--- src/rtl/i2c_master_pkg.sv ---
// Shared types and constants for the I2C register-access master and its
// quarter-period tick divider.
package i2c_master_pkg;

   localparam int unsigned CLK_DIV_DFLT = 125;

   typedef enum logic [3:0] {
      ST_IDLE,
      ST_START,
      ST_SEND_BYTE,
      ST_GET_ACK,
      ST_RESTART,
      ST_READ_BYTE,
      ST_SEND_NACK,
      ST_STOP,
      ST_DONE
   } state_e;

   typedef enum logic [1:0] {
      STS_IDLE = 2'b00,
      STS_BUSY = 2'b01,
      STS_DONE = 2'b10,
      STS_NACK = 2'b11
   } sts_e;

   // Quarter index at the moment a tick arrives: the tick moves the bit into
   // the next quarter (mid-low SDA change, SCL rise, mid-high sample, bit end).
   localparam logic [1:0] PH_CHG  = 2'd0;
   localparam logic [1:0] PH_RISE = 2'd1;
   localparam logic [1:0] PH_SMP  = 2'd2;
   localparam logic [1:0] PH_END  = 2'd3;

   typedef struct packed {
      logic       rw;
      logic [6:0] dev;
      logic [7:0] rg;
      logic [7:0] wd;
   } req_t;

endpackage

--- src/rtl/i2c_clk_tick.sv ---
// Free-running divider: one-cycle tick every DIV clocks while enabled,
// held at zero otherwise so every transaction starts on a fresh quarter.
module i2c_clk_tick #(
   parameter int unsigned DIV = 4
) (
   input  logic clk_i,
   input  logic rst_i,
   input  logic en_i,
   output logic tick_o
);

   localparam int unsigned W = (DIV > 1) ? $clog2(DIV) : 1;
   localparam logic [W-1:0] LAST = W'(DIV - 1);

   logic [W-1:0] cnt_q, cnt_d;

   always_comb begin
      cnt_d = cnt_q + W'(1);
      if (!en_i || (cnt_q == LAST)) cnt_d = '0;
   end

   always_ff @(posedge clk_i) begin
      if (rst_i) cnt_q <= '0;
      else       cnt_q <= cnt_d;
   end

   assign tick_o = en_i && (cnt_q == LAST);

endmodule

--- src/rtl/i2c_master.sv ---
// I2C register-access master: one register write or read per start pulse,
// framed START / address / register / [RESTART / address] / data / STOP.
module i2c_master
   import i2c_master_pkg::*;
#(
   parameter int unsigned CLK_DIV = CLK_DIV_DFLT
) (
   input  logic       clk_i,
   input  logic       rst_i,
   input  logic       start_i,
   input  logic       rw_i,
   input  logic [6:0] dev_addr_i,
   input  logic [7:0] reg_addr_i,
   input  logic [7:0] wr_data_i,
   output logic [7:0] rd_data_o,
   output logic [1:0] sts_o,
   output logic       sts_wr_o,
   output logic       scl_o,
   output logic       sda_oe_o,
   input  logic       sda_in_i
);

   state_e     state_q, state_d;
   req_t       req_q, req_d;
   logic [1:0] ph_q, ph_d;
   logic [2:0] bit_q, bit_d;
   logic [1:0] step_q, step_d;
   logic [7:0] shreg_q, shreg_d;
   logic       err_q, err_d;
   logic       scl_q, scl_d;
   logic       sda_oe_q, sda_oe_d;
   sts_e       sts_q, sts_d;
   logic       sts_wr_q, sts_wr_d;
   logic [7:0] rd_data_q, rd_data_d;
   logic       tick, q_chg, q_rise, q_smp, q_end;

   i2c_clk_tick #(.DIV(CLK_DIV)) u_tick (
      .clk_i  (clk_i),
      .rst_i  (rst_i),
      .en_i   (state_q != ST_IDLE),
      .tick_o (tick)
   );

   assign q_chg  = tick && (ph_q == PH_CHG);
   assign q_rise = tick && (ph_q == PH_RISE);
   assign q_smp  = tick && (ph_q == PH_SMP);
   assign q_end  = tick && (ph_q == PH_END);

   always_comb begin
      state_d   = state_q;
      req_d     = req_q;
      ph_d      = tick ? ph_q + 2'd1 : ph_q;
      bit_d     = bit_q;
      step_d    = step_q;
      shreg_d   = shreg_q;
      err_d     = err_q;
      scl_d     = scl_q;
      sda_oe_d  = sda_oe_q;
      sts_d     = sts_q;
      sts_wr_d  = 1'b0;
      rd_data_d = rd_data_q;

      case (state_q)
         ST_IDLE: begin
            ph_d     = 2'd0;
            scl_d    = 1'b1;
            sda_oe_d = 1'b0;
            if (start_i) begin
               req_d    = '{rw: rw_i, dev: dev_addr_i, rg: reg_addr_i, wd: wr_data_i};
               shreg_d  = {dev_addr_i, 1'b0};
               bit_d    = 3'd0;
               step_d   = 2'd0;
               err_d    = 1'b0;
               sts_d    = STS_BUSY;
               sts_wr_d = 1'b1;
               state_d  = ST_START;
            end
         end
         // SCL stays high for the whole slot; SDA falls a quarter in.
         ST_START: begin
            if (q_chg) sda_oe_d = 1'b1;
            if (q_end) begin
               scl_d   = 1'b0;
               state_d = ST_SEND_BYTE;
            end
         end
         ST_SEND_BYTE: begin
            if (q_chg)  sda_oe_d = ~shreg_q[7];
            if (q_rise) scl_d = 1'b1;
            if (q_end) begin
               scl_d   = 1'b0;
               bit_d   = bit_q + 3'd1;
               shreg_d = {shreg_q[6:0], 1'b0};
               if (bit_q == 3'd7) state_d = ST_GET_ACK;
            end
         end
         ST_GET_ACK: begin
            if (q_chg)  sda_oe_d = 1'b0;
            if (q_rise) scl_d = 1'b1;
            if (q_smp && sda_in_i) err_d = 1'b1;
            if (q_end) begin
               scl_d = 1'b0;
               if (err_q) state_d = ST_STOP;
               else begin
                  case (step_q)
                     2'd0: begin
                        shreg_d = req_q.rg;
                        step_d  = 2'd1;
                        state_d = ST_SEND_BYTE;
                     end
                     2'd1: begin
                        step_d  = 2'd2;
                        shreg_d = req_q.wd;
                        state_d = req_q.rw ? ST_RESTART : ST_SEND_BYTE;
                     end
                     default: state_d = req_q.rw ? ST_READ_BYTE : ST_STOP;
                  endcase
               end
            end
         end
         // Release SDA while SCL low, raise SCL, then pull SDA low under it.
         ST_RESTART: begin
            if (q_chg)  sda_oe_d = 1'b0;
            if (q_rise) scl_d = 1'b1;
            if (q_smp)  sda_oe_d = 1'b1;
            if (q_end) begin
               scl_d   = 1'b0;
               shreg_d = {req_q.dev, 1'b1};
               state_d = ST_SEND_BYTE;
            end
         end
         ST_READ_BYTE: begin
            if (q_chg)  sda_oe_d = 1'b0;
            if (q_rise) scl_d = 1'b1;
            if (q_smp)  shreg_d = {shreg_q[6:0], sda_in_i};
            if (q_end) begin
               scl_d = 1'b0;
               bit_d = bit_q + 3'd1;
               if (bit_q == 3'd7) state_d = ST_SEND_NACK;
            end
         end
         ST_SEND_NACK: begin
            if (q_chg)  sda_oe_d = 1'b0;
            if (q_rise) scl_d = 1'b1;
            if (q_end) begin
               scl_d   = 1'b0;
               state_d = ST_STOP;
            end
         end
         // Status and read data are registered on the way into DONE so they
         // line up with the single DONE cycle.
         ST_STOP: begin
            if (q_chg)  sda_oe_d = 1'b1;
            if (q_rise) scl_d = 1'b1;
            if (q_smp)  sda_oe_d = 1'b0;
            if (q_end) begin
               sts_d    = err_q ? STS_NACK : STS_DONE;
               sts_wr_d = 1'b1;
               if (req_q.rw && !err_q) rd_data_d = shreg_q;
               state_d  = ST_DONE;
            end
         end
         ST_DONE: state_d = ST_IDLE;
         default: state_d = ST_IDLE;
      endcase
   end

   always_ff @(posedge clk_i) begin
      if (rst_i) begin
         state_q   <= ST_IDLE;
         req_q     <= '0;
         ph_q      <= 2'd0;
         bit_q     <= 3'd0;
         step_q    <= 2'd0;
         shreg_q   <= 8'd0;
         err_q     <= 1'b0;
         scl_q     <= 1'b1;
         sda_oe_q  <= 1'b0;
         sts_q     <= STS_IDLE;
         sts_wr_q  <= 1'b0;
         rd_data_q <= 8'd0;
      end else begin
         state_q   <= state_d;
         req_q     <= req_d;
         ph_q      <= ph_d;
         bit_q     <= bit_d;
         step_q    <= step_d;
         shreg_q   <= shreg_d;
         err_q     <= err_d;
         scl_q     <= scl_d;
         sda_oe_q  <= sda_oe_d;
         sts_q     <= sts_d;
         sts_wr_q  <= sts_wr_d;
         rd_data_q <= rd_data_d;
      end
   end

   assign rd_data_o = rd_data_q;
   assign sts_o     = sts_q;
   assign sts_wr_o  = sts_wr_q;
   assign scl_o     = scl_q;
   assign sda_oe_o  = sda_oe_q;

endmodule

--- config.mk ---
export PLATFORM = sky130hd
export DESIGN_NAME = i2c_master
export DESIGN_NICKNAME = d
export VERILOG_FILES = /design/src/rtl/i2c_master_pkg.sv /design/src/rtl/i2c_clk_tick.sv /design/src/rtl/i2c_master.sv
export SDC_FILE = /design/constraint.sdc
export NUM_CORES = 1
export LEC_CHECK = 0
export BUFFER_PORTS_ARGS = -buffer_cell sky130_fd_sc_hd__buf_2
export CAP_MARGIN = 15
export CORE_MARGIN = 4
export CORE_UTILIZATION = 35
export DETAILED_ROUTE_END_ITERATION = 7
export HOLD_SLACK_MARGIN = 0.12
export MAX_ROUTING_LAYER = met4
export PLACE_DENSITY = 0.6
export SYNTH_ARGS = -nofsm -noshare
export SYNTH_HDL_FRONTEND = slang
export SYNTH_HIERARCHICAL = 1
export SYNTH_SLANG_ARGS = --single-unit
--- constraint.sdc ---
create_clock -name clk_i -period 3.65 [get_ports clk_i]
set_clock_uncertainty 0.15 [all_clocks]
set_input_delay 0.73 -clock clk_i [delete_from_list [all_inputs] [get_ports clk_i]]
set_output_delay 0.73 -clock clk_i [all_outputs]
set_load 0.01 [all_outputs]
# Word-level counts from Yosys, hierarchy flattened
# Cells that the tools add are included.
# classes
reduce_logical,36
n_mux,50
bitwise_logic,1
addsub,3
eq_ne,30
# ops
operator,count
2-to-1 mux 8 bit,6
one-hot mux 8 bit (5 select lines),1
2-to-1 mux 4 bit,9
inequality test 2 bit (second input constant),14
one-hot mux 4 bit (7 select lines),1
== test 4 x 3 -> 1 bit (second input constant),4
one-hot mux 8 bit (2 select lines),1
2-to-1 mux 1 bit,13
2-to-1 mux 2 bit,6
2-to-1 mux 3 bit,4
one-hot mux 2 bit (2 select lines),3
one-hot mux 3 bit (2 select lines),2
AND reduction 3 bit,4
AND reduction 9 bit,1
== test 4 x 2 -> 1 bit (second input constant),2
AND reduction 8 bit,1
nonzero test 4 bit,2
OR reduction 2 bit,4
adder 7 x 1 -> 7 bit (second input constant),1
== test 7 bit (second input constant),1
logical AND 1 bit,7
one-hot mux 1 bit (6 select lines),1
AND reduction 2 bit,3
nonzero test 2 bit,3
other kinds (20),26
# totals
reg_bits,64
elab_cells,136
out_inout_bits,13
input_bits,28

# Depth between registers and ports, before layout
# logic_depth
ltp_word,6
ltp_mapped,14
ltp_nobuf,9

# Cells and area by module
# Netlist, hierarchy kept.
# modules_own_cells
module,n_inst,area_per_inst_um2,seq_area_each_um2,cells_per_inst
i2c_master,1,2741.4,1141.1,332
i2c_clk_tick,1,322.8,140.1,37

# Worst setup path after synthesis
# No wires, ideal clock.
# synth_path
path_type,reg2reg
start,reg state_q[2]
end,reg shreg_q[0]
path_buffers,5
period_less_slack_ns,2.743
arrival_ns,2.507
setup_time_ns,0.086
path_slack_ns,0.907
required_time_ns,3.414
path_stages_with_launch,15
path_cell_list,dfxtp_1 > buf_2 > nor4_1 > inv_1 > inv_1 > nor3_1 > buf_6 > and2_4 > buf_8 > a2111oi_2 > or4_4 > buf_6 > buf_6 > a21oi_1 > a221oi_2
# synth_between
elab_chain_len,5
word_cells_on_any_way,19
cone_classes,eq/ne (11); mux (1); reduce/logical (7)
# synth_rtl
element,line_no,rtl
"start, declared",i2c_master.sv:23,"state_e state_q, state_d;"
"start signal, assigned",i2c_master.sv:183,state_q <= state_d;
nonzero test 4 bit (*),i2c_master.sv:40,".en_i (state_q != ST_IDLE),"
logical AND 1 bit (*),i2c_clk_tick.sv:27,assign tick_o = en_i && (cnt_q == LAST);
via tick,i2c_master.sv:35,"logic tick, q_chg, q_rise, q_smp, q_end;"
logical AND 1 bit (on tied branches),"i2c_master.sv:47, i2c_master.sv:46",
inequality test 2 bit (no line),-,
AND reduction 8 bit (no line) (*),-,
"end signal, assigned",i2c_master.sv:188,shreg_q <= shreg_d;
"end, declared",i2c_master.sv:28,"logic [7:0] shreg_q, shreg_d;"
# Mark *: on every way through the listed nets, which the timed path passes. The rest lies on a longest branch.
# A chain may end at the register's enable or synchronous reset.

# Final worst setup path
# layout_path
start,reg state_q[0]
end,reg rd_data_q[7] (netlist: rd_data_o[7])
# layout_between
elab_chain_len,4
word_cells_on_any_way,5
cone_classes,eq/ne (1); reduce/logical (4)
# layout_rtl
element,line_no,rtl
nonzero test 4 bit,i2c_master.sv:40,
logical AND 1 bit,i2c_clk_tick.sv:27,
via tick,i2c_master.sv:35,
logical AND 1 bit,i2c_master.sv:47,assign q_end = tick && (ph_q == PH_END);
AND reduction 3 bit (no line),-,
"end signal, assigned",i2c_master.sv:194,rd_data_q <= rd_data_d;
"end, declared",i2c_master.sv:34,"logic [7:0] rd_data_q, rd_data_d;"
# The timed path passes the listed nets, and every way through them passes these cells.

==> results.yml <==
synth:
  async_flop_share_pct: 0
  synth_area_leaders: "dfxtp_1, nand2_1, a21oi_1, nor2_1, mux2i_1"
  yosysMostFrequentCell: "nand2_1"
  ys_seq_area_share_pct: 41.8
  ys_warn_count: 6
  syn-cell-area_sq_um: 3060
  syn_nets: 405
  synth_common_cells: "nand2_1, dfxtp_1, a21oi_1"
  synth.distinct_cells: 59
  yosysTopAreaCell: "dfxtp_1"
  ys.flop_type: "dfxtp_1"
  synth_top_area_share_pct: 41.8
  synth_edf_count: 0
  syn_inst: 369
  syn_area_per_cell_sq_um: 8.30
  ys_ff_latch: 64
cts:
  cts_inserted_buffers: 9
  cts_num_sinks: 64
  clk_pin_slew_ns: 0.08
  post_cts_buffers: 0
  worstSkewPairLatency_ns: 0.36
  holdBufCountCts: 0
  cts-root-buf: "clkbuf_8"
  htreeDepth: 3
  cts_tree: "built"
  cts_buffer_depth: 2
  cts_resized: 0
worst_setup_path:
  startpoint_type: "register"
  worst-path-max-fanout: 17
  path_class: "register to register"
  crit_path_end_kind: "register"
  arrival_ns: 3.00
  crit_required_ns: 3.72
finish:
  layout.nets: 439
  postLayoutCoreUtil_pct: 42.3
  area_delta_synth_final_pct: 15.7
  fillers: 875
  diodes: 0
  layout-drive-gt1-share_pct: 18.9
timing:
  slew_viol_final: 0
  min_period_over_period_pct: 80.2
  fmax_ghz: 0.342
  hold_viol_final: 0
  rsz0062_at_grt: "false"
  post-route-min-period_ns: 2.93
  setup_ws_ns: 0.722
  worstMarginPinSlew_ns: 0.846
  finalSetupViolCount: 0
  final.setup.tns_ns: 0
  max-slew-margin-rel_pct: 43.6
placement:
  gp_congestion: 0.832
  preCtsSetupSlack_ns: 0.759
  io_buffers: 40
  dpl.hpwl_um: 5400
detailed_routing:
  wl_per_cell_um: 15.2
  ant_nets: 0
  route.vias.total: 2740
  drt_pass1_iterations: 5
  wirelength_um: 7810
  drc: 0
  via_per_inst: 5.34
  dr.first_iter.drc_count: 173
run:
  cap_viol_max_count: 0
pwr:
  clock_power_share_pct: 30.8
  intPower_mw: 1.46
  seqPwrFrac_pct: 40.3
  p_leak_nw: 1.32
  switchingPower_mw: 0.800
  swShare_pct: 35.4
  powerDensity_nw_per_um2: 638
  ir_drop_mv: 0.198
  p_comb_share_pct: 28.8
floorplanning:
  num_rows: 33
  die_x_um: 102
  io_pins: 41
  core_area_sq_um: 8380
  start_util_pct: 36.6
  die_area_sq_um: 10300
  die_height_um: 102
global_routing:
  grt.total_usage_pct: 16.2
  first_global_vias: 2597
  grt_overflow: 0
  grt_max_degree: 38
  grt_pass1_wl_um: 12700
  antenna_found_initial: 0
worst_hold_path:
  hold_path_class: "register to register"
run_status:
  status: "complete, no violations"
## registers in the layout (all words and copies together), names as in the netlist
register and flops:
state_q 4, step_q 2, req_q 24, rd_data_o 8, ph_q 2, sts_wr_o 1
scl_o 1, bit_q 3, err_q 1, sts_o 2, sda_oe_o 1, shreg_q 8
u_tick/cnt_q 7
## placed cells by master (no fill, tap or decap), types with 2 or more instances in the layout
master,Yosys,routed
nor3_1,10,10
or3b_2,2,2
or4_1,2,2
nand3_1,3,3
and2_1,2,2
buf_4,1,8
nand4_1,3,3
a21oi_1,46,46
clkinv_4,0,3
a211oi_1,3,3
o22ai_1,2,2
a31oi_1,2,2
dfxtp_1,64,64
clkbuf_8,0,9
nand2_1,69,69
a211o_1,7,7
xor2_1,3,3
nand3b_1,4,4
a22oi_1,2,2
o21ai_0,5,5
xnor2_1,2,2
inv_1,9,9
nor4_1,2,2
mux2i_1,11,11
nor2_1,33,33
a221oi_1,7,7
buf_2,6,40
a311oi_1,3,3
nand2b_1,5,5
bufinv_16,0,2
ha_1,8,8
o21bai_1,2,2
o221ai_1,7,7
nor2b_1,3,3
## worst paths after layout
kind | from | end | slack [ns] | cells past startpoint
worst min register to register | sts_o[1] | sts_o[1] | 0.30 | 2
worst min-delay path | sts_o[1] | sts_o[1] | 0.30 | 2
worst max-delay path | state_q[0] | rd_data_o[7] | 0.72 | 9
worst max register to register | state_q[0] | rd_data_o[7] | 0.72 | 9
## power by group through the flow
stage / logic [mW] / clock network [mW] / registers [mW]
2_1_floorplan: 0.558 / 0 / 0.884
3_3_place_gp: 0.642 / 0 / 0.925
3_5_place_dp: 0.648 / 0 / 0.927
4_1_cts: 0.652 / 0.716 / 0.910
5_1_grt: 0.729 / 0.743 / 0.927
6_report: 0.652 / 0.697 / 0.911
## cell families (layout without fill, tap and decap cells)
group,Yosys count,after routing,synth area share (%)
XOR/XNOR,5,5,1.43
multiplexers,12,12,3.96
buffers and inverters,35,74,5.80
AND/OR/NAND/NOR,148,148,22.7
adder cells (fa/ha/maj),8,8,3.27
AO/OA/AOI/OAI,97,97,21.1
flip-flops,64,64,41.8
## per-stage QoR
step	total power [mW]	area [sq um]	std cells	hold slack, ns
global placement	1.57	3320	497	0.295
floorplan	1.44	3060	369	0.286
CTS	2.28	3540	513	0.306
finish	2.26	3540	513	0.301
global route	2.40	3540	513	0.325
detailed placement	1.57	3320	497	0.296
## per-layer routing
metal	vias to the layer above	track usage (%)	share of wire (%)
li1	1375	-	-
met1	1279	21.7	50
met2	76	24.0	44
met3	10	2.96	4.8
met4	0	6.44	1.6
met5	-	-	0
## critical path: stages (launching register included)
cell     delay, ns
dfxtp_1       0.64
nor4_1        0.20
inv_1         0.11
inv_1         0.04
nor3_1        0.25
and2_4        0.25
nand4_1       0.26
nor2_2        0.58
mux2i_1       0.26
nor2_1        0.06
## cell type report
class                           count  area [sq um]  area share [%]
Clock buffer                        9           124            3.49
Sequential cell                    64          1280            36.1
Inverter                           10          37.5            1.06
Tap cell                          105           131            3.71
Multi-Input combinational cell    270          1610            45.3
Timing Repair Buffer               48           260            7.34
Clock inverter                      7           105            2.97
No activity file was read; power rests on OpenSTA's default activity.
